**src/rtl/xbar_pkg.sv**
```systemverilog
// ---------------------------------------------------------------------------
// xbar_pkg
// Definitions shared by the crossbar top, the per-slave arbiters and the
// response-path mux:
//   arb_state_t    - arbiter FSM state (IDLE, GRANT)
//   ERR_W          - width of the saturating watchdog error counter
//   MAX_M          - largest number of masters the crossbar supports
//   onehot_to_idx  - one-hot grant vector to binary master index
// ---------------------------------------------------------------------------
package xbar_pkg;

  typedef enum logic {
    IDLE  = 1'b0,
    GRANT = 1'b1
  } arb_state_t;

  localparam int ERR_W = 8;
  localparam int MAX_M = 8;

  // OR-reduction encoder: exact for one-hot input, zero for all-zero input.
  function automatic logic [2:0] onehot_to_idx(input logic [MAX_M-1:0] onehot);
    logic [2:0] idx;
    idx = '0;
    for (int i = 0; i < MAX_M; i++) begin
      if (onehot[i]) begin
        idx = idx | 3'(i);
      end
    end
    return idx;
  endfunction

endpackage

```
**src/rtl/xbar_slave_arbiter_if.sv**
```systemverilog
// ---------------------------------------------------------------------------
// xbar_slave_arbiter_if
// Request/grant bundle between the masters competing for one slave port and
// that slave's arbiter.
//   req          - per-master request, already decoded for this slave
//   slv_ack      - one-cycle completion strobe from the slave
//   gnt          - one-hot grant (all-zero when idle)
//   gnt_valid    - OR of gnt
//   gnt_idx      - binary index of the granted master
//   timeout_err  - one-cycle pulse on a watchdog release
//   err_count    - saturating count of watchdog releases
// Modports:
//   master - requester side (drives req and slv_ack)
//   slave  - arbiter side (drives the grant and status outputs)
// ---------------------------------------------------------------------------
interface xbar_slave_arbiter_if
  import xbar_pkg::*;
#(
  parameter int NUM_M = 2,
  parameter int IDX_W = (NUM_M > 1) ? $clog2(NUM_M) : 1
) ();

  logic [NUM_M-1:0] req;
  logic             slv_ack;
  logic [NUM_M-1:0] gnt;
  logic             gnt_valid;
  logic [IDX_W-1:0] gnt_idx;
  logic             timeout_err;
  logic [ERR_W-1:0] err_count;

  modport master (
    output req, slv_ack,
    input  gnt, gnt_valid, gnt_idx, timeout_err, err_count
  );

  modport slave (
    input  req, slv_ack,
    output gnt, gnt_valid, gnt_idx, timeout_err, err_count
  );

endinterface

```
**src/rtl/rr_picker.sv**
```systemverilog
// ---------------------------------------------------------------------------
// rr_picker
// Combinational round-robin selector. Searches req starting at last+1,
// wrapping modulo NUM_M, and returns the first requesting master.
//   req     in  NUM_M  request vector
//   last    in  IDX_W  index of the most recently served master
//   winner  out NUM_M  one-hot winner, all-zero when no request
//   idx     out IDX_W  binary index of the winner (0 when no request)
// ---------------------------------------------------------------------------
module rr_picker
  import xbar_pkg::*;
#(
  parameter int NUM_M = 2,
  parameter int IDX_W = (NUM_M > 1) ? $clog2(NUM_M) : 1
) (
  input  logic [NUM_M-1:0] req,
  input  logic [IDX_W-1:0] last,
  output logic [NUM_M-1:0] winner,
  output logic [IDX_W-1:0] idx
);

  localparam logic [IDX_W-1:0] TOP_IDX = IDX_W'(NUM_M - 1);

  logic             found;
  logic [IDX_W-1:0] cand;

  always_comb begin
    winner = '0;
    found  = 1'b0;
    cand   = last;
    // Visit last+1 .. last+NUM_M; the final step revisits 'last' itself so
    // a lone requester that was just served still wins.
    for (int k = 0; k < NUM_M; k++) begin
      cand = (cand == TOP_IDX) ? '0 : cand + 1'b1;
      if (!found && req[cand]) begin
        found        = 1'b1;
        winner[cand] = 1'b1;
      end
    end
    idx = IDX_W'(onehot_to_idx(MAX_M'(winner)));
  end

endmodule

```
**src/rtl/xbar_slave_arbiter.sv**
```systemverilog
// ---------------------------------------------------------------------------
// xbar_slave_arbiter
// Per-slave round-robin arbiter. A grant is held until the slave acks or the
// watchdog expires after TIMEOUT cycles; each release rotates priority past
// the served master. Every grant is followed by one idle re-arbitration
// cycle. Outputs are registered; there is no combinational req->gnt path.
// Ports:
//   clk    in  clock, rising edge
//   reset  in  asynchronous, active-high reset
//   bus    slave modport of xbar_slave_arbiter_if (req/slv_ack in,
//          gnt/gnt_valid/gnt_idx/timeout_err/err_count out)
// Parameters: NUM_M (2..8), TIMEOUT (0 disables watchdog), IDX_W.
// ---------------------------------------------------------------------------
module xbar_slave_arbiter
  import xbar_pkg::*;
#(
  parameter int NUM_M   = 2,
  parameter int TIMEOUT = 255,
  parameter int IDX_W   = (NUM_M > 1) ? $clog2(NUM_M) : 1
) (
  input  logic                 clk,
  input  logic                 reset,
  xbar_slave_arbiter_if.slave  bus
);

  // Counter only has to reach TIMEOUT-1, so it can never wrap.
  localparam int               CNT_W     = (TIMEOUT < 2) ? 1 : $clog2(TIMEOUT + 1);
  localparam int               CNT_LAST  = (TIMEOUT == 0) ? 0 : TIMEOUT - 1;
  localparam bit               WDOG_EN   = (TIMEOUT != 0);
  localparam logic [CNT_W-1:0] CNT_END   = CNT_W'(CNT_LAST);
  localparam logic [IDX_W-1:0] LAST_INIT = IDX_W'(NUM_M - 1);
  localparam logic [ERR_W-1:0] ERR_MAX   = '1;

  arb_state_t       state_reg;
  logic [NUM_M-1:0] gnt_reg;
  logic [IDX_W-1:0] gnt_idx_reg;
  logic [IDX_W-1:0] last_reg;
  logic [CNT_W-1:0] cnt_reg;
  logic             timeout_err_reg;
  logic [ERR_W-1:0] err_count_reg;

  logic [NUM_M-1:0] pick_gnt;
  logic [IDX_W-1:0] pick_idx;

  rr_picker #(
    .NUM_M (NUM_M),
    .IDX_W (IDX_W)
  ) u_picker (
    .req    (bus.req),
    .last   (last_reg),
    .winner (pick_gnt),
    .idx    (pick_idx)
  );

  always_ff @(posedge clk or posedge reset) begin
    if (reset) begin
      state_reg       <= IDLE;
      gnt_reg         <= '0;
      gnt_idx_reg     <= '0;
      last_reg        <= LAST_INIT;
      cnt_reg         <= '0;
      timeout_err_reg <= 1'b0;
      err_count_reg   <= '0;
    end else begin
      timeout_err_reg <= 1'b0;
      case (state_reg)
        IDLE: begin
          // slv_ack is deliberately ignored here.
          if (|bus.req) begin
            gnt_reg     <= pick_gnt;
            gnt_idx_reg <= pick_idx;
            cnt_reg     <= '0;
            state_reg   <= GRANT;
          end
        end
        GRANT: begin
          // Grant is frozen against req changes; ack takes precedence over
          // a watchdog expiry on the same edge.
          if (bus.slv_ack) begin
            gnt_reg   <= '0;
            last_reg  <= gnt_idx_reg;
            state_reg <= IDLE;
          end else if (WDOG_EN && (cnt_reg == CNT_END)) begin
            gnt_reg         <= '0;
            last_reg        <= gnt_idx_reg;
            state_reg       <= IDLE;
            timeout_err_reg <= 1'b1;
            if (err_count_reg != ERR_MAX) begin
              err_count_reg <= err_count_reg + 1'b1;
            end
          end else begin
            cnt_reg <= cnt_reg + 1'b1;
          end
        end
        default: begin
          state_reg <= IDLE;
          gnt_reg   <= '0;
        end
      endcase
    end
  end

  assign bus.gnt         = gnt_reg;
  assign bus.gnt_valid   = |gnt_reg;
  assign bus.gnt_idx     = gnt_idx_reg;
  assign bus.timeout_err = timeout_err_reg;
  assign bus.err_count   = err_count_reg;

endmodule

```
**src/flat_wrapper.sv**
```systemverilog
// flat-port wrapper written by rule: the top's interface ports become plain ports
module xbar_slave_arbiter_flat import xbar_pkg::*;
#(
  parameter int NUM_M   = 2,
  parameter int TIMEOUT = 255,
  parameter int IDX_W   = (NUM_M > 1) ? $clog2(NUM_M) : 1
)
  (clk, reset, bus_req, bus_slv_ack, bus_gnt, bus_gnt_valid, bus_gnt_idx, bus_timeout_err, bus_err_count);
  xbar_slave_arbiter_if #(.NUM_M(NUM_M), .IDX_W(IDX_W)) bus_i ();
  input  logic clk;
  input  logic reset;
  input wire logic [$bits(bus_i.req)-1:0] bus_req;
  input wire logic [$bits(bus_i.slv_ack)-1:0] bus_slv_ack;
  output wire logic [$bits(bus_i.gnt)-1:0] bus_gnt;
  output wire logic [$bits(bus_i.gnt_valid)-1:0] bus_gnt_valid;
  output wire logic [$bits(bus_i.gnt_idx)-1:0] bus_gnt_idx;
  output wire logic [$bits(bus_i.timeout_err)-1:0] bus_timeout_err;
  output wire logic [$bits(bus_i.err_count)-1:0] bus_err_count;
  assign bus_i.req = bus_req;
  assign bus_i.slv_ack = bus_slv_ack;
  assign bus_gnt = bus_i.gnt;
  assign bus_gnt_valid = bus_i.gnt_valid;
  assign bus_gnt_idx = bus_i.gnt_idx;
  assign bus_timeout_err = bus_i.timeout_err;
  assign bus_err_count = bus_i.err_count;
  xbar_slave_arbiter #(.NUM_M(NUM_M), .TIMEOUT(TIMEOUT), .IDX_W(IDX_W)) u_core (.clk(clk), .reset(reset), .bus(bus_i));
endmodule
```
**config.mk**
```make
export PLATFORM = sky130hd
export DESIGN_NAME = xbar_slave_arbiter_flat
export DESIGN_NICKNAME = d
export VERILOG_FILES = /design/src/rtl/xbar_pkg.sv /design/src/rtl/xbar_slave_arbiter_if.sv /design/src/rtl/rr_picker.sv /design/src/rtl/xbar_slave_arbiter.sv /design/src/flat_wrapper.sv
export SDC_FILE = /design/constraint.sdc
export NUM_CORES = 1
export LEC_CHECK = 0
export ABC_CLOCK_PERIOD_IN_PS = 1590
export BUFFER_PORTS_ARGS = -buffer_cell sky130_fd_sc_hd__buf_4
export CAP_MARGIN = 20
export CORE_MARGIN = 10
export CORE_UTILIZATION = 49
export DETAILED_ROUTE_END_ITERATION = 12
export GPL_TIMING_DRIVEN = 1
export PLACE_DENSITY_LB_ADDON = 0.2
export SLEW_MARGIN = 20
export SYNTH_ARGS = -nofsm -noshare
export SYNTH_HDL_FRONTEND = slang
export SYNTH_HIERARCHICAL = 1
export SYNTH_SLANG_ARGS = --single-unit
export TNS_END_PERCENT = 1
```
**constraint.sdc**
```tcl
create_clock -name clk -period 1.59 [get_ports clk]
set_input_delay 0.159 -clock clk [delete_from_list [all_inputs] [get_ports clk]]
set_output_delay 0.159 -clock clk [all_outputs]
set_load 0.05 [all_outputs]
```
==> results.yml, run 1 <==
sta:
  relSlewSlack: 0.739
  hold_slack_ns: 0.147
  hold_violations: 0
  period_share: 0.984
  fin_worst_skew_ns: 0.00148
  finalSetupViolCount: 0
  rsz0062_at_grt: "true"
  fin_crit_ns: 1.56
  max_freq_mhz: 639
  fin_setup_tns_ns: 0
  drv_slew: 0
  worstMarginPinSlew_ns: 0.390
placement:
  routabilityCongestion: 0.860
  dpl.cell_count: 162
  portBuffers: 17
  hpwl_um: 1690
die:
  die_area_mm2: 0.00459
  rows: 17
  die_x_um: 67.8
  die_y_um: 67.8
  coreArea_mm2: 0.00219
  initial_core_util: 0.510
  io_pins: 18
drt:
  dr.pass1.iters: 4
  viasPerCell: 5.56
  route.detailed.drc: 0
  wirelength_um: 2350
  drtAntennaViolNets: 0
  wl_per_cell_um: 13.9
  num_vias: 939
  drtIter0Drc: 18
clock_network:
  htreeDepth: 1
  path_clk_slew_ns: 0.13
  clkLatencyLatePin_ns: 0.31
  cts_inserted_buffers: 3
  cts_tree: "yes"
  root_buffer: "clkbuf_4"
  clk_path_buf_depth: 2
  cts_sinks: 22
worst_setup_path:
  startpoint: "u_core/cnt_reg[0]"
  crit_fanout: 4
  r2r-end: "u_core/last_reg"
  crit_end: "u_core/last_reg"
  cp-start-kind: "flip-flop"
  cp-end-kind: "flip-flop"
  crit_type: "flip-flop to flip-flop"
  r2r_start: "u_core/cnt_reg[0]"
  cp_data_required_time_ns: 1.85
  cp.arrival_ns: 1.82
  reg2reg_slack_ns: 0.03
  reg2reg_depth: 6
grt:
  grtUsageTotal: 0.111
  grt_overflow_total: 0
  grt_pass1_wl_um: 4030
  antenna_found_initial: 0
  grt_pass1_vias: 922
  grt_max_degree: 23
power_and_ir_drop:
  internal-power_uw: 1070
  power.density_mw_per_mm2: 1120
  p_seq_frac: 0.433
  peakVddDrop_v: 0.000951
  swShare: 0.331
  clock_power_share: 0.274
  combPwrFrac: 0.293
  switchingPower_uw: 528
  total_power_uw: 1600
  p_leak_uw: 0.000666
logic_synthesis:
  synth_cell_types: 36
  syn_avg_cell_area_um2: 9.89
  ys.flop_type: "dfrtp_1"
  async_reset_ff_frac: 1.00
  yosysTopAreaCell: "dfrtp_1"
  yosysTopAreaCellShare: 0.470
  ys_ff_latch: 22
  synthTopCellsByArea: "dfrtp_1, nand2_1, xor2_1"
  seq_area_frac_synth: 0.494
  syn_area_mm2: 0.00112
  netlist_instances: 113
  yosysWarnings: 6
  synth_fp_nets: 121
  synth-edff-count: 0
outcome:
  status: "completed"
cells_and_area:
  layout-drive-gt1-share: 0.348
  area_growth_syn_to_layout_pct: 27.8
  diodes: 0
  nNetsFinal: 150
  final_cell_mix: "buf_4, dfrtp_1, nand2_1"
  final_cells: 169
  fillers: 169
  layout_commonest_cell: "buf_4"
worst_hold_path:
  hold_class: "primary input to flip-flop"
  holdPathStages: 4
job:
  drv_cap: 0
-- power by group through the flow --
stage / combinational, uW / clock, uW / sequential, uW
floorplan: 202 / 0 / 791
global placement: 447 / 0 / 697
detailed placement: 450 / 0 / 701
CTS: 454 / 450 / 691
global route: 514 / 470 / 703
finish: 467 / 438 / 692
-- Yosys cell counts (2+ instances only) --
cell	count
dfrtp_1	21
nand2_1	15
nor2_1	8
o21ai_0	8
nand3_1	7
inv_1	5
xor2_1	5
a21oi_1	3
a31oi_1	3
ha_1	3
nand4_1	3
nor3_1	3
o211ai_1	3
mux2_2	2
nor4_1	2
or2_2	2
-- final cells by class --
type                            instances  area (um^2)  area share
Clock inverter                          1         30.0      0.0210
Tap cell                               28         35.0      0.0245
Timing Repair Buffer                   26          198       0.138
Inverter                                5         18.8      0.0131
Multi-Input combinational cell         84          567       0.397
Clock buffer                            3         22.5      0.0158
Sequential cell                        22          557       0.390
-- through the flow --
step	setup WS [ns]	cell area [um^2]	utilization
after floorplan	-0.00302	1130	-
after global placement	0.0844	1320	0.604
after detailed placement	0.0231	1320	0.604
after CTS	0.0144	1390	0.633
after global routing	-0.0848	1430	0.652
final	0.0256	1430	0.652
-- how the worst min path moves through the flow --
stage | startpoint | end | slack [ns]
after floorplan | reset | u_core/bus.err_count[2] | 0.15
after global placement | reset | u_core/bus.err_count[2] | 0.22
after detailed placement | reset | u_core/bus.err_count[2] | 0.22
after CTS | bus_req[0] | u_core/bus.gnt_idx | 0.13
after global routing | bus_slv_ack | u_core/cnt_reg[5] | 0.15
final | bus_req[0] | u_core/cnt_reg[5] | 0.15
-- per-layer routing --
layer	part of all wire	GRT usage
met3	0.063	0.0248
met1	0.46	0.145
met4	0.0038	0.0487
met2	0.48	0.173
met5	0	0
-- timing repair --
action,4_1_cts,5_1_grt
setup buffers,0,2
resized for setup,0,7
setup endpoints to repair,0,9
hold buffers,1,0
hold endpoints to repair,21,0
-- worst max-delay path, stage by stage, from the launching register on --
cell and delay (ns):
dfrtp_1 0.40, inv_1 0.06, ha_2 0.17, nand4_1 0.16
nor2_2 0.20, o21a_1 0.21, mux2_4 0.31
-- logic make-up after synthesis --
logic type,Yosys count,synth area share
adders and majority gates,3,0.0336
xor gates and xnor gates,5,0.0392
AOI/OAI and AO/OA,21,0.114
muxes,3,0.0291
and+or+nand+nor,52,0.263
DFF,22,0.494
buffers and inverters,7,0.0269
Note: power is estimated with default switching activity, not from simulation.
==> inputs of run 2 (changes only) <==
--- a/config.mk
+++ b/config.mk
@@ -6,13 +6,14 @@
 export NUM_CORES = 1
 export LEC_CHECK = 0
 export ABC_CLOCK_PERIOD_IN_PS = 1590
-export BUFFER_PORTS_ARGS = -buffer_cell sky130_fd_sc_hd__buf_4
 export CAP_MARGIN = 20
 export CORE_MARGIN = 10
-export CORE_UTILIZATION = 49
+export CORE_UTILIZATION = 54
 export DETAILED_ROUTE_END_ITERATION = 12
+export DONT_BUFFER_PORTS = 1
 export GPL_TIMING_DRIVEN = 1
 export PLACE_DENSITY_LB_ADDON = 0.2
+export SKIP_CTS_REPAIR_TIMING = 1
 export SLEW_MARGIN = 20
 export SYNTH_ARGS = -nofsm -noshare
 export SYNTH_HDL_FRONTEND = slang
==> run 2 against run 1 <==
  * Global-route usage rose by 0.30 points
  * Power fell by 11%
  * Clock skew rose by 0.0011 ns
  * Register-to-register slack got worse by 0.02 ns
  * Worst setup slack got worse by 0.017 ns
  * Cell count fell by 4.7%
  * Routed wire length rose by 0.21%
  * Hold slack got worse by 0.093 ns
  * First-iteration DRC count rose to 2.5 times the previous value
  * Combinational power fell by 16%
  * Utilization rose by 2.8 points
  * Sequential share of layout area rose by 2.7 points
  * Critical endpoint is now u_core/bus.err_count[1]
  * Largest cell class is now sequential cells
  * Highest routed layer unchanged
==> results.yml, run 2 (same netlist as run 1, synthesis figures left out) <==
clock_network:
  path_clk_slew_ns: 0.12
  clkLatencyLatePin_ns: 0.30
  clk_path_buf_depth: 2
  cts_tree: "yes"
  root_buffer: "clkbuf_4"
  htreeDepth: 1
  cts_inserted_buffers: 3
  cts_sinks: 22
drt:
  num_vias: 889
  wl_per_cell_um: 14.6
  dr.pass1.iters: 4
  wirelength_um: 2350
  route.detailed.drc: 0
  drtAntennaViolNets: 0
  drtIter0Drc: 45
  viasPerCell: 5.52
cells_and_area:
  area_growth_syn_to_layout_pct: 19.4
  diodes: 0
  final_cell_mix: "buf_4, dfrtp_1, nand2_1"
  fillers: 159
  layout_commonest_cell: "buf_4"
  multi_input_area_um2: 543
  layout-drive-gt1-share: 0.291
  final_area_mm2: 0.00133
  seq_area_um2: 557
  nNetsFinal: 143
sta:
  worstMarginPinSlew_ns: 0.647
  fin_crit_ns: 1.58
  drv_slew: 0
  max_freq_mhz: 633
  relSlewSlack: 0.568
  finalSetupViolCount: 0
  setup_ws_ns: 0.00901
  hold_slack_ns: 0.0542
  period_share: 0.994
  hold_violations: 0
  rsz0062_at_grt: "true"
  fin_worst_skew_ns: 0.00257
die:
  die_y_um: 65.5
  rows: 16
  io_pins: 18
  die_area_mm2: 0.00429
  coreArea_mm2: 0.00196
  die_x_um: 65.5
  initial_core_util: 0.570
worst_setup_path:
  cp-start-kind: "flip-flop"
  max_stage_delay_ns: 0.40
  cp.arrival_ns: 1.78
  crit_fanout: 6
  cp_data_required_time_ns: 1.79
  crit_type: "flip-flop to flip-flop"
  crit_slowest_cell: "dfrtp_1"
  crit_path_cell_trace: "inv_1, ha_1, and4_4, nand3_4, nor2_2, mux2_2"
  cp-end-kind: "flip-flop"
job:
  drv_cap: 0
placement:
  place_area_mm2: 0.00128
  place_ws_ns: 0.0350
  portBuffers: 0
  routabilityCongestion: 0.790
  hpwl_um: 1790
worst_hold_path:
  hold_class: "primary input to flip-flop"
power_and_ir_drop:
  p_leak_uw: 0.000620
  power.density_mw_per_mm2: 1060
  peakVddDrop_v: 0.000868
outcome:
  status: "completed"
grt:
  grt_pass1_vias: 869
  grt_pass1_wl_um: 4000
  antenna_found_initial: 0
  grtUsageTotal: 0.114
  grt_overflow_total: 0
  grt_max_degree: 19
-- run 2: cell count changes in the layout (fill, tap and decap cells not counted), sizes merged --
cell,change
bufinv,-1
clkbuf,+1
buf,-7
-- run 2: worst paths after layout --
path	start	end	slack, ns	cells after the start
min in group asynchronous	reset	u_core/bus.err_count[2]	0.37	2
min reg2reg	u_core/bus.err_count[4]	u_core/bus.err_count[4]	0.53	1
max reg2reg	u_core/cnt_reg[0]	u_core/bus.err_count[1]	0.009	6
min	bus_slv_ack	u_core/cnt_reg[5]	0.05	2
max	u_core/cnt_reg[0]	u_core/bus.err_count[1]	0.009	6
max in group asynchronous	reset	u_core/cnt_reg[4]	0.70	3
-- run 2: critical path: cells and delay by family, from the launching register on --
kind	cells	cell delay, ns
and+or+nand+nor	3	0.51
muxes	1	0.35
buffers and inverters	1	0.06
DFF	1	0.40
adders and majority gates	1	0.15
-- run 2: final cells by class --
| class | instances | share of cell area |
|---|---|---|
| clock buffers | 4 | 0.0272 |
| inverters | 5 | 0.0141 |
| multi-input cells | 84 | 0.407 |
| flip-flops and latches | 22 | 0.417 |
| well taps | 27 | 0.0253 |
| repair buffers | 19 | 0.109 |
-- run 2: power by group --
part           leakage, uW  switching, uW  internal [uW]
clock network    0.0000210            167            140
logic             0.000309            250            140
registers         0.000289           83.7            633
total             0.000620            501            913
-- run 2: stage by stage --
step	utilization	cells	power [uW]	TNS, ns
final	0.680	161	1410	0
after global routing	0.680	161	1490	-0.184
after CTS	0.673	160	1420	0
after detailed placement	0.655	156	1120	0
after global placement	0.655	156	1110	0
after floorplan	-	113	993	-0.00302
-- run 2: routing by layer --
layer | GRT usage | share of wire
met5 | 0 | 0
met4 | 0.0561 | 0.0081
met3 | 0.0339 | 0.053
met2 | 0.184 | 0.48
met1 | 0.135 | 0.46
==> inputs of run 3 (changes only) <==
--- a/config.mk
+++ b/config.mk
@@ -8,7 +8,7 @@
 export ABC_CLOCK_PERIOD_IN_PS = 1590
 export CAP_MARGIN = 20
 export CORE_MARGIN = 10
-export CORE_UTILIZATION = 54
+export CORE_UTILIZATION = 55
 export DETAILED_ROUTE_END_ITERATION = 12
 export DONT_BUFFER_PORTS = 1
 export GPL_TIMING_DRIVEN = 1
@@ -17,6 +17,5 @@
 export SLEW_MARGIN = 20
 export SYNTH_ARGS = -nofsm -noshare
 export SYNTH_HDL_FRONTEND = slang
-export SYNTH_HIERARCHICAL = 1
 export SYNTH_SLANG_ARGS = --single-unit
 export TNS_END_PERCENT = 1
==> run 3 against run 2 <==
  * Cell count rose by 9.3%
  * Count of clock-buffer cells in the layout fell by 1
  * Clock power rose by 42%
  * Clock skew rose by 0.010 ns
  * Critical path type unchanged
  * Power rose by 6.9%
  * Area after synthesis rose by 3.8%
  * Synthesized cell count rose by 5.3%
==> results.yml, run 3 <==
power_and_ir_drop:
  p_seq_frac: 0.462
  switchingPower_uw: 466
  swShare: 0.308
  total_power_uw: 1510
  power.density_mw_per_mm2: 1000
  clock_power_share: 0.288
  combPwrFrac: 0.250
  peakVddDrop_v: 0.000641
  internal-power_uw: 1050
  p_leak_uw: 0.000740
grt:
  antenna_found_initial: 0
  grt_pass1_vias: 981
  grt_overflow_total: 0
  grt_pass1_wl_um: 4600
  grt_max_degree: 21
  grtUsageTotal: 0.133
worst_hold_path:
  hold_class: "primary input to flip-flop"
sta:
  max_freq_mhz: 629
  fin_crit_ns: 1.59
  fin_worst_skew_ns: 0.0129
  fin_setup_tns_ns: 0
  worstMarginPinSlew_ns: 0.490
  hold_violations: 0
  finalSetupViolCount: 0
  rsz0062_at_grt: "true"
  drv_slew: 0
  relSlewSlack: 0.673
  period_share: 1.00
logic_synthesis:
  syn_area_mm2: 0.00116
  syn_avg_cell_area_um2: 9.75
  synth_xor_area_frac: 0.0453
  synth_most_common_cell: "dfrtp_1"
  synth-edff-count: 0
  synth_fp_nets: 127
  synth_cell_types: 40
  synthMuxAreaShare: 0.0378
  yosysTopAreaCell: "dfrtp_1"
  yosysTopAreaCellShare: 0.453
  synthAdderAreaFrac: 0.0324
  async_reset_ff_frac: 1.00
  synthTopCellsByArea: "dfrtp_1, nand2_1, xor2_1"
  synth_compound_area_frac: 0.152
  ys.flop_type: "dfrtp_1"
  synthSimpleGateAreaFrac: 0.215
  ys_ff_latch: 22
  seq_area_frac_synth: 0.476
  synthTopCellsByCount: "dfrtp_1, nand2_1, a21oi_1, inv_1, nor2_1"
  yosysWarnings: 0
  netlist_instances: 119
  synth_top_family_by_area: "simple AND/OR/NAND/NOR gates"
drt:
  viasPerCell: 5.68
  drtAntennaViolNets: 0
  wirelength_um: 2670
  dr.pass1.iters: 4
  route.detailed.drc: 0
  wl_per_cell_um: 15.2
  num_vias: 999
  drtIter0Drc: 38
cells_and_area:
  final_cell_mix: "buf_4, dfrtp_1, nand2_1"
  layout-drive-gt1-share: 0.342
  utilization: 0.760
  nNetsFinal: 158
  layout_commonest_cell: "buf_4"
  area_growth_syn_to_layout_pct: 29.9
  diodes: 0
  final_cells: 176
placement:
  hpwl_um: 2040
  portBuffers: 0
  routabilityCongestion: 0.861
  dpl.cell_count: 170
die:
  io_pins: 18
  rows: 16
  coreArea_mm2: 0.00198
  die_x_um: 65.9
  initial_core_util: 0.585
  die_area_mm2: 0.00435
  die_y_um: 65.9
clock_network:
  cts_tree: "yes"
  cts_inserted_buffers: 3
  clk_path_buf_depth: 2
  clkLatencyLatePin_ns: 0.32
  htreeDepth: 1
  path_clk_slew_ns: 0.14
  cts_sinks: 22
  root_buffer: "clkbuf_4"
worst_setup_path:
  crit_family: "simple AND/OR/NAND/NOR gates"
  crit_path_cell_trace: "inv_2, ha_4, nand2_4, or3_4, nor2_4, mux2_4"
  cp.arrival_ns: 1.79
  crit_fanout: 6
  cp_data_required_time_ns: 1.79
  cp-end-kind: "flip-flop"
  cp-start-kind: "flip-flop"
  max_stage_delay_ns: 0.41
  crit_type: "flip-flop to flip-flop"
  crit_slowest_cell: "dfrtp_1"
  crit_buf_inv: 1
job:
  drv_cap: 0
outcome:
  status: "completed"
-- run 3: cell count changes in the layout (fill, tap and decap cells not counted), moves of 2 or more --
cell / previous run / this run
inv_2: 0 / 2
nor2b_1: 1 / 3
o21ai_1: 0 / 3
buf_4: 18 / 27
mux2_4: 0 / 2
nor4_1: 2 / 0
mux2_2: 2 / 0
nor2_4: 0 / 2
o22ai_1: 0 / 4
nand3_1: 7 / 5
a21oi_1: 3 / 7
nor2_2: 3 / 1
o21ai_0: 8 / 3
-- run 3: final timing paths --
path / end / start / cells after the start / slack (ns)
min reg2reg: u_core.bus.err_count[5] / u_core.bus.err_count[5] / 1 / 0.50
max reg2reg: u_core.bus.err_count[1] / u_core.cnt_reg[0] / 6 / 0.0005
min in group asynchronous: u_core.bus.gnt_idx / reset / 2 / 0.12
max: u_core.bus.err_count[1] / u_core.cnt_reg[0] / 6 / 0.0005
max in group asynchronous: u_core.bus.err_count[0] / reset / 3 / 0.98
min: u_core.bus.gnt_idx / bus_req[0] / 3 / 0.04
-- run 3: area by class of cell --
type,count,area (um^2)
inverters,8,30.0
fillers,134,475
well taps,27,33.8
multi-input cells,86,609
clock inverters,1,30.0
repair buffers,29,223
clock buffers,3,22.5
flip-flops and latches,22,558
-- run 3: cells by family (layout without fill, tap and decap cells) --
group,count (synthesis),after routing
simple gates,45,45
compound gates,28,28
flops,22,22
buf+inv,11,41
xor+xnor,6,6
mux,4,4
fa+ha+maj,3,3
-- run 3: tightest hold or removal path: stages --
cell and delay, ns:
nand2_1 0.05, nand2_1 0.07, o21ai_1 0.05
-- run 3: metal layers --
layer  share of wire  track usage  vias up
met3           0.071       0.0356        2
met1            0.42        0.155      478
met4          0.0037       0.0615        0
li1                -            -      485
met5               0            0        -
met2            0.50        0.221       34
-- run 3: power groups by stage --
stage	Sequential [uW]	Combinational (uW)	Clock, uW
global placement	708	366	0
global route	709	423	460
CTS	700	379	439
detailed placement	711	379	0
finish	698	378	435
floorplan	751	205	0
-- run 3: stage by stage --
stage               area (um^2)  hold slack, ns  setup WS [ns]
floorplan                  1210           0.147        -0.0563
global placement           1430         -0.0886        -0.0656
detailed placement         1430         -0.0823         -0.107
CTS                        1480          -0.436         -0.128
global route               1510          0.0499        -0.0680
finish                     1510          0.0387       0.000451
